File: src/rtl/fdiv_seq_ctrl.sv
// fdiv_seq_ctrl: multi-cycle IEEE-754 single divide sequencer; define FDIV_RNE_EN for round-to-nearest-even (default truncation)
module fdiv_seq_ctrl (
  input  logic        clk,
  input  logic        rst,
  input  logic        start,
  input  logic        flush,
  input  logic [31:0] op_a,
  input  logic [31:0] op_b,
  output logic        busy,
  output logic        done,
  output logic [31:0] result,
  output logic        flag_nv,
  output logic        flag_dz,
  output logic        flag_of,
  output logic        flag_uf,
  output logic        flag_nx
);
  localparam int ITERS = 26;
  localparam int BIAS = 127;
  typedef enum logic [2:0] {IDLE, CHECK, ITER, NORM, PACK} state_t;
  state_t state_q, state_d;
  logic [31:0] a_q, a_d, b_q, b_d, res_q, res_d;
  logic sign_q, sign_d, done_q, done_d, g_q, g_d, s_q, s_d;
  logic [25:0] r_q, r_d, q_q, q_d;
  logic [23:0] d_q, d_d;
  logic [22:0] mant_q, mant_d;
  logic [4:0] cnt_q, cnt_d, flg_q, flg_d;
  logic signed [9:0] e_q, e_d;
  logic [7:0] ea, eb;
  logic a_zero, b_zero, a_inf, b_inf, a_nan, b_nan, sgn, ge;
  logic [25:0] diff;
  logic signed [9:0] e_fin;
  logic [22:0] frac_fin;
  logic [31:0] ovf_res;
  assign ea = a_q[30:23];
  assign eb = b_q[30:23];
  assign a_zero = ea == 8'd0;
  assign b_zero = eb == 8'd0;
  assign a_inf = ea == 8'hFF && a_q[22:0] == 23'd0;
  assign b_inf = eb == 8'hFF && b_q[22:0] == 23'd0;
  assign a_nan = ea == 8'hFF && a_q[22:0] != 23'd0;
  assign b_nan = eb == 8'hFF && b_q[22:0] != 23'd0;
  assign sgn = a_q[31] ^ b_q[31];
  assign ge = r_q >= {2'b00, d_q};
  assign diff = r_q - {2'b00, d_q};
`ifdef FDIV_RNE_EN
  logic [24:0] rnd;
  assign rnd = {2'b01, mant_q} + {24'd0, g_q & (s_q | mant_q[0])};
  assign e_fin = rnd[24] ? e_q + 10'sd1 : e_q;
  assign frac_fin = rnd[24] ? rnd[23:1] : rnd[22:0];
  assign ovf_res = {sign_q, 8'hFF, 23'd0};
`else
  assign e_fin = e_q;
  assign frac_fin = mant_q;
  assign ovf_res = {sign_q, 8'hFE, 23'h7FFFFF};
`endif
  assign busy = state_q inside {ITER, NORM, PACK};
  assign done = done_q;
  assign result = res_q;
  assign {flag_nv, flag_dz, flag_of, flag_uf, flag_nx} = flg_q;
  // Next-state and datapath: screening, restoring divide, normalize, round and pack
  always_comb begin
    state_d = state_q;
    a_d = a_q;
    b_d = b_q;
    sign_d = sign_q;
    r_d = r_q;
    d_d = d_q;
    q_d = q_q;
    cnt_d = cnt_q;
    e_d = e_q;
    mant_d = mant_q;
    g_d = g_q;
    s_d = s_q;
    res_d = res_q;
    flg_d = flg_q;
    done_d = 1'b0;
    case (state_q)
      IDLE: if (start) begin
        a_d = op_a;
        b_d = op_b;
        flg_d = '0;
        state_d = CHECK;
      end
      CHECK: begin
        sign_d = sgn;
        state_d = IDLE;
        done_d = 1'b1;
        if (a_nan | b_nan | (a_zero & b_zero) | (a_inf & b_inf)) begin
          res_d = 32'h7FC00000;
          flg_d = 5'b10000;
        end else if (a_inf) res_d = {sgn, 8'hFF, 23'd0};
        else if (b_zero) begin
          res_d = {sgn, 8'hFF, 23'd0};
          flg_d = 5'b01000;
        end else if (a_zero | b_inf) res_d = {sgn, 31'd0};
        else begin
          done_d = 1'b0;
          r_d = {3'b001, a_q[22:0]};
          d_d = {1'b1, b_q[22:0]};
          q_d = '0;
          cnt_d = '0;
          e_d = $signed({2'b00, ea}) - $signed({2'b00, eb}) + 10'(BIAS);
          state_d = ITER;
        end
      end
      ITER: begin
        r_d = ge ? {diff[24:0], 1'b0} : {r_q[24:0], 1'b0};
        q_d = {q_q[24:0], ge};
        cnt_d = cnt_q + 5'd1;
        if (cnt_q == 5'(ITERS - 1)) state_d = NORM;
      end
      NORM: begin
        mant_d = q_q[25] ? q_q[24:2] : q_q[23:1];
        g_d = q_q[25] ? q_q[1] : q_q[0];
        s_d = (q_q[25] & q_q[0]) | (r_q != 26'd0);
        e_d = q_q[25] ? e_q : e_q - 10'sd1;
        state_d = PACK;
      end
      PACK: begin
        done_d = 1'b1;
        state_d = IDLE;
        res_d = e_fin >= 10'sd255 ? ovf_res : e_fin <= 10'sd0 ? {sign_q, 31'd0} : {sign_q, e_fin[7:0], frac_fin};
        flg_d = e_fin >= 10'sd255 ? 5'b00101 : e_fin <= 10'sd0 ? 5'b00011 : {4'b0000, g_q | s_q};
      end
      default: state_d = IDLE;
    endcase
    if (flush && state_q != IDLE) begin
      state_d = IDLE;
      done_d = 1'b0;
      res_d = res_q;
      flg_d = flg_q;
    end
  end
  // State and datapath registers, cleared asynchronously
  always_ff @(posedge clk or posedge rst) begin
    if (rst) begin
      state_q <= IDLE;
      a_q <= '0;
      b_q <= '0;
      sign_q <= 1'b0;
      r_q <= '0;
      d_q <= '0;
      q_q <= '0;
      cnt_q <= '0;
      e_q <= '0;
      mant_q <= '0;
      g_q <= 1'b0;
      s_q <= 1'b0;
      res_q <= '0;
      flg_q <= '0;
      done_q <= 1'b0;
    end else begin
      state_q <= state_d;
      a_q <= a_d;
      b_q <= b_d;
      sign_q <= sign_d;
      r_q <= r_d;
      d_q <= d_d;
      q_q <= q_d;
      cnt_q <= cnt_d;
      e_q <= e_d;
      mant_q <= mant_d;
      g_q <= g_d;
      s_q <= s_d;
      res_q <= res_d;
      flg_q <= flg_d;
      done_q <= done_d;
    end
  end
endmodule

File: config.mk
export PLATFORM = sky130hd
export DESIGN_NAME = fdiv_seq_ctrl
export DESIGN_NICKNAME = d
export VERILOG_FILES = /design/src/rtl/fdiv_seq_ctrl.sv
export SDC_FILE = /design/constraint.sdc
export NUM_CORES = 1
export LEC_CHECK = 0
export CORE_MARGIN = 4
export CORE_UTILIZATION = 51
export CTS_CLUSTER_DIAMETER = 100
export DETAILED_ROUTE_END_ITERATION = 12
export HOLD_SLACK_MARGIN = 0.1
export PLACE_DENSITY_LB_ADDON = 0.2
export SYNTH_ARGS = -nofsm -noshare
export SYNTH_HDL_FRONTEND = slang
export SYNTH_SLANG_ARGS = --single-unit
File: constraint.sdc
create_clock -name clk -period 7.11 [get_ports clk]
set_input_delay 0.711 -clock clk [delete_from_list [all_inputs] [get_ports clk]]
set_output_delay 0.711 -clock clk [all_outputs]
set_load 0.01 [all_outputs]
## Yosys cells after proc, flatten, opt, wreduce, memory -nomap -nowiden

Index checks and enable logic that the tools add are counted.

- Bits in registers: 222
- Input port bits: 68
- Output and inout port bits: 39
- Word-level logic and storage cells: 134

- Add/sub/neg operators: 5
- Order comparisons: 3
- Equal/unequal tests: 18
- Muxes and demuxes: 52
- Bitwise gates (word level): 15
- Reductions and logical operators: 26

Operator list:

| kind | count |
|---|---|
| $mux W26 | 9 |
| $mux W32 | 4 |
| $pmux W26 S2 | 2 |
| $pmux W32 S2 | 1 |
| $mux W31 | 2 |
| $mux W10 | 5 |
| $logic_not A23 Y1 | 2 |
| $reduce_bool A23 Y1 | 2 |
| $mux W5 | 8 |
| $ge A26 B24 Y1 | 1 |
| $reduce_bool A26 Y1 | 1 |
| $sub A25 B24 Y25 | 1 |
| $mux W23 | 1 |
| $pmux W10 S2 | 1 |
| $eq A8 B8 Y1 const B | 2 |
| $logic_not A8 Y1 | 2 |
| $pmux W5 S3 | 1 |
| $reduce_and A5 Y1 | 3 |
| $mux W3 | 4 |
| $ne A2 B2 Y1 const B | 6 |
| $pmux W3 S4 | 1 |
| $add A9 B8 Y10 const B | 1 |
| $ge A10 B9 Y1 const B | 1 |
| $le A10 B1 Y1 const B | 1 |
| other kinds (25) | 57 |

## Longest topological paths before layout

- Depth in word-level cells: 9
- Depth in mapped cells: 14
- Mapped depth without buffers: 12

## Worst setup path before layout

OpenSTA, ideal clock, no wires.

- Path type: register -> register
- Start point: reg r_q[0]
- End point: reg r_q[23]
- Setup time: 0.137 ns
- Arrival time: 2.839 ns
- Data required time: 6.973 ns
- Path slack: 4.134 ns
- Stages on the path, launching flop included: 15
- Path buffers: 2
- Period minus slack after synthesis: 2.976 ns
- Cell sequence: dfrtp_1 -> inv_1 -> ha_1 -> inv_1 -> fa_1 -> a21o_1 -> a221oi_2 -> o31a_1 -> a31oi_4 -> o21ai_2 -> o221a_1 -> buf_6 -> buf_4 -> mux2i_1 -> a21oi_1

- Word-level cells in the longest chain between the ends: 3
- Elaborated cells between the ends (all ways): 4
- Those cells by class: 1 x add/sub; 1 x order compare; 2 x mux

Ends and longest elaborated chain:

| item | line | source |
|---|---|---|
| from (decl) | 24 | `logic [25:0] r_q, r_d, q_q, q_d;` |
| from (signal assigned) | 158 | `r_q <= r_d;` |
| $sub A25 B24 Y25 / $ge A26 B24 Y1 (equally long branches) | 45, 44 |  |
| $mux W26 * | 108 | `r_d = ge ? {diff[24:0], 1'b0} : {r_q[24:0], 1'b0};` |
| $pmux W26 S2 * | 78 | `case (state_q)` |

Every way passes the cells marked *; elsewhere a longest branch is shown, timed or not.
A chain may end at the register's enable or synchronous reset.

## Worst setup path after layout

- Start point: reg r_q[0]
- End point: reg r_q[1]

The elaborated chain is that of the path after synthesis.

==> reports/metrics.cfg <==
[power_and_ir_drop]
peakVddDrop_mv = 0.2345
power.leakage_nw = 5.704
power_density_nw_per_um2 = 508.0
p_total_mw = 6.872

[placed_design]
numPlacedInstances = 1515
hpwl_mm = 18.24
routabilityCongestion = 0.9127
place_area_um2 = 12720
io_buffers = 106

[cells_and_area]
multi_input_area_um2 = 5453
final_util_pct = 61.61
stdcell_area_um2 = 13530
fill_cells = 1851
drive_gt1_share_pct = 9.914
fin_nets = 1369
area_growth_pct = 18.25
seqCellArea_um2 = 5555
fin_cells = 1561
num_antenna_cells = 0

[min_path]
min_path_type = flop to flop
worstHoldStart = frac_fin[1]
hold_depth = 2
min_to = frac_fin[1]

[critical_path]
reg2reg_depth = 13
cp_max_fo = 19
r2r-end = r_q[1]
regToRegStartpoint = r_q[0]
start_kind = flop
worstPathArrival_ns = 4.24
reg2reg_slack_ns = 3.30
required_ns = 7.55
critPathKind = flop to flop
end_kind = flop

[clocking]
clock-root-buffer = clkbuf_16
clk_pin_slew_ns = 0.06
cts_inserted_buffers = 25
cts_tree = yes
postCtsSetupRepairBufs = 0
clock_sinks = 222
insertion_delay_ns = 0.52
cts_hold_buffers = 0
cts_resized = 0
ctsHtreeMaxLevel = 1
clockBufferDepth = 3

[routing]
routedWlPerCell_um = 16.72
drt_iter0_markers = 733
vias = 8904
first_pass_iters = 6
via_per_inst = 5.704
drc_errors = 0
ant_nets = 0
drt-total-wl_mm = 26.10

[global_routing]
grt_first_pass_wirelength_mm = 44.09
antenna_found_initial = 0
grt_pass1_vias = 8589
grt_start_max_net_pins = 119
grt_overflow = 0
grt_usage_pct = 21.44

[timing]
rsz0062_at_grt = no
period_needed_ns = 3.806
relSlewSlack_pct = 38.77
tightest_slew_ns = 0.9185
fmax_mhz = 262.8
slew_violations = 0
finalHoldViolCount = 0
finalSetupViolCount = 0
finalCritPeriodShare_pct = 53.52
timing.setup.tns_ns = 0
finClkSkew_ns = 0.01203

[synth]
synth_cell_types = 66
synth_nets = 1287
yosys.area.top_type = dfrtp_1
syn_avg_cell_area_um2 = 9.695
synthTopCellsByArea = dfrtp_1, mux2_2, nand2_1, o21ai_0, ha_1
yosys_most_used_dff = dfrtp_1
ys_ff_latch = 222
synth_seq_area_share_pct = 48.56
synth_area_um2 = 11440
synth_edf_count = 0
postSynthCellCount = 1180
synthArstFlopShare_pct = 100.0
yosysWarnings = 0
synth_top_area_share_pct = 48.56

[floorplanning]
die_w_um = 157.8
num_io_pins = 107
rows = 54
core_um2 = 21960
die_h_um = 157.8
start_util_pct = 52.10
design.die.area_um2 = 24890

[status]
outcome = finished, final reports clean

[flow_run]
cap_violations = 0

==> power by group <==
part / leakage, nW / internal [mW] / switching [mW]
Combinational: 2.53 / 1.56 / 1.90
Sequential: 2.77 / 1.75 / 0.413
Clock: 0.397 / 0.750 / 0.499
Total: 5.70 / 4.06 / 2.81
==> worst max-delay path: stages, from the launching register on <==
cell      delay, ns
dfrtp_1        0.37
inv_1          0.10
ha_1           0.17
inv_1          0.05
fa_1           0.40
a21o_1         0.23
a221oi_2       0.38
o31a_1         0.30
a31oi_4        0.13
o21ai_2        0.19
o221a_1        0.53
buf_4          0.40
mux2_1         0.36
o21ai_1        0.12
==> synth_stat cells, drive strengths merged (5+ instances only) <==
cell and instances:
a21o 15, a21oi 94, a22oi 20, a31oi 12
and3 7, buf 11, clkbuf 54, dfrtp 222
ha 38, inv 51, mux2 61, mux2i 44
nand2 148, nand2b 6, nand3 13, nand4 9
nor2 67, nor3 28, nor4 30, o21a 8
o21ai 132, o21bai 6, o31ai 5, or2 9
or4 5, xnor2 15, xor2 16
==> metrics by stage <==
| step | setup slack, ns | hold WS [ns] |
|---|---|---|
| 6_report | 3.304 | 0.4781 |
| 5_1_grt | 3.108 | 0.5017 |
| 4_1_cts | 3.295 | 0.4798 |
| 3_5_place_dp | 3.316 | 0.4569 |
| 3_3_place_gp | 3.440 | 0.4545 |
| 2_1_floorplan | 0.3212 | 0.4396 |
==> final cells by class <==
cell class | instances | share of cell area, %
tap | 280 | 2.590
timing repair buffer | 120 | 8.620
clock inverter | 6 | 0.4624
multi-input combinational | 842 | 40.31
sequential | 222 | 41.07
clock buffer | 40 | 5.485
inverter | 51 | 1.471
==> worst max path at each step <==
| stage | startpoint | to | slack (ns) | depth (start not counted) |
|---|---|---|---|---|
| finish | r_q[0] | r_q[1] | 3.30 | 13 |
| global route | r_q[0] | r_q[1] | 3.11 | 13 |
| CTS | r_q[0] | r_q[1] | 3.30 | 13 |
| detailed placement | r_q[0] | r_q[1] | 3.32 | 13 |
| global placement | r_q[0] | r_q[1] | 3.44 | 13 |
| floorplan | rst | a_q[0] | 0.32 | 1 |
==> cell usage in the layout, fill, tap and decap left out, drive strengths merged, types with 14 or more instances in the layout <==
cell type,synthesis,routed
clkbuf,54,40
ha,38,38
clkdlybuf4s50,0,106
dfrtp,222,222
nand2,148,148
xor2,16,16
buf,11,14
a22oi,20,20
mux2,61,61
nor2,67,67
inv,51,53
mux2i,44,44
xnor2,15,15
a21oi,94,94
nor3,28,28
nor4,30,30
o21ai,132,132
a21o,15,15
==> kinds of logic after synthesis <==
kind of cell	count (synthesis)	synth area share [%]
DFF	222	48.56
xor gates and xnor gates	32	2.570
buffers and inverters	116	3.981
and+or+nand+nor	339	13.72
AOI/OAI and AO/OA	326	16.90
adders and majority gates	40	4.419
muxes	105	9.855
==> routing by layer <==
layer  vias up  global-route usage (%)  wire [um]
li1       4386                       -          -
met2       236                   35.41      12330
met4         0                   3.974        364
met3        31                   2.980       1285
met5         -                       0          0
met1      4251                   30.70      12130
==> flip-flops by register name, indices dropped and copies added (netlist names), 10 cells and up <==
name      count
e_fin        10
frac_fin     23
r_q          26
a_q          32
q_q          26
b_q          32
d_q          24
result       32
Note: power is estimated with default switching activity, not from simulation.
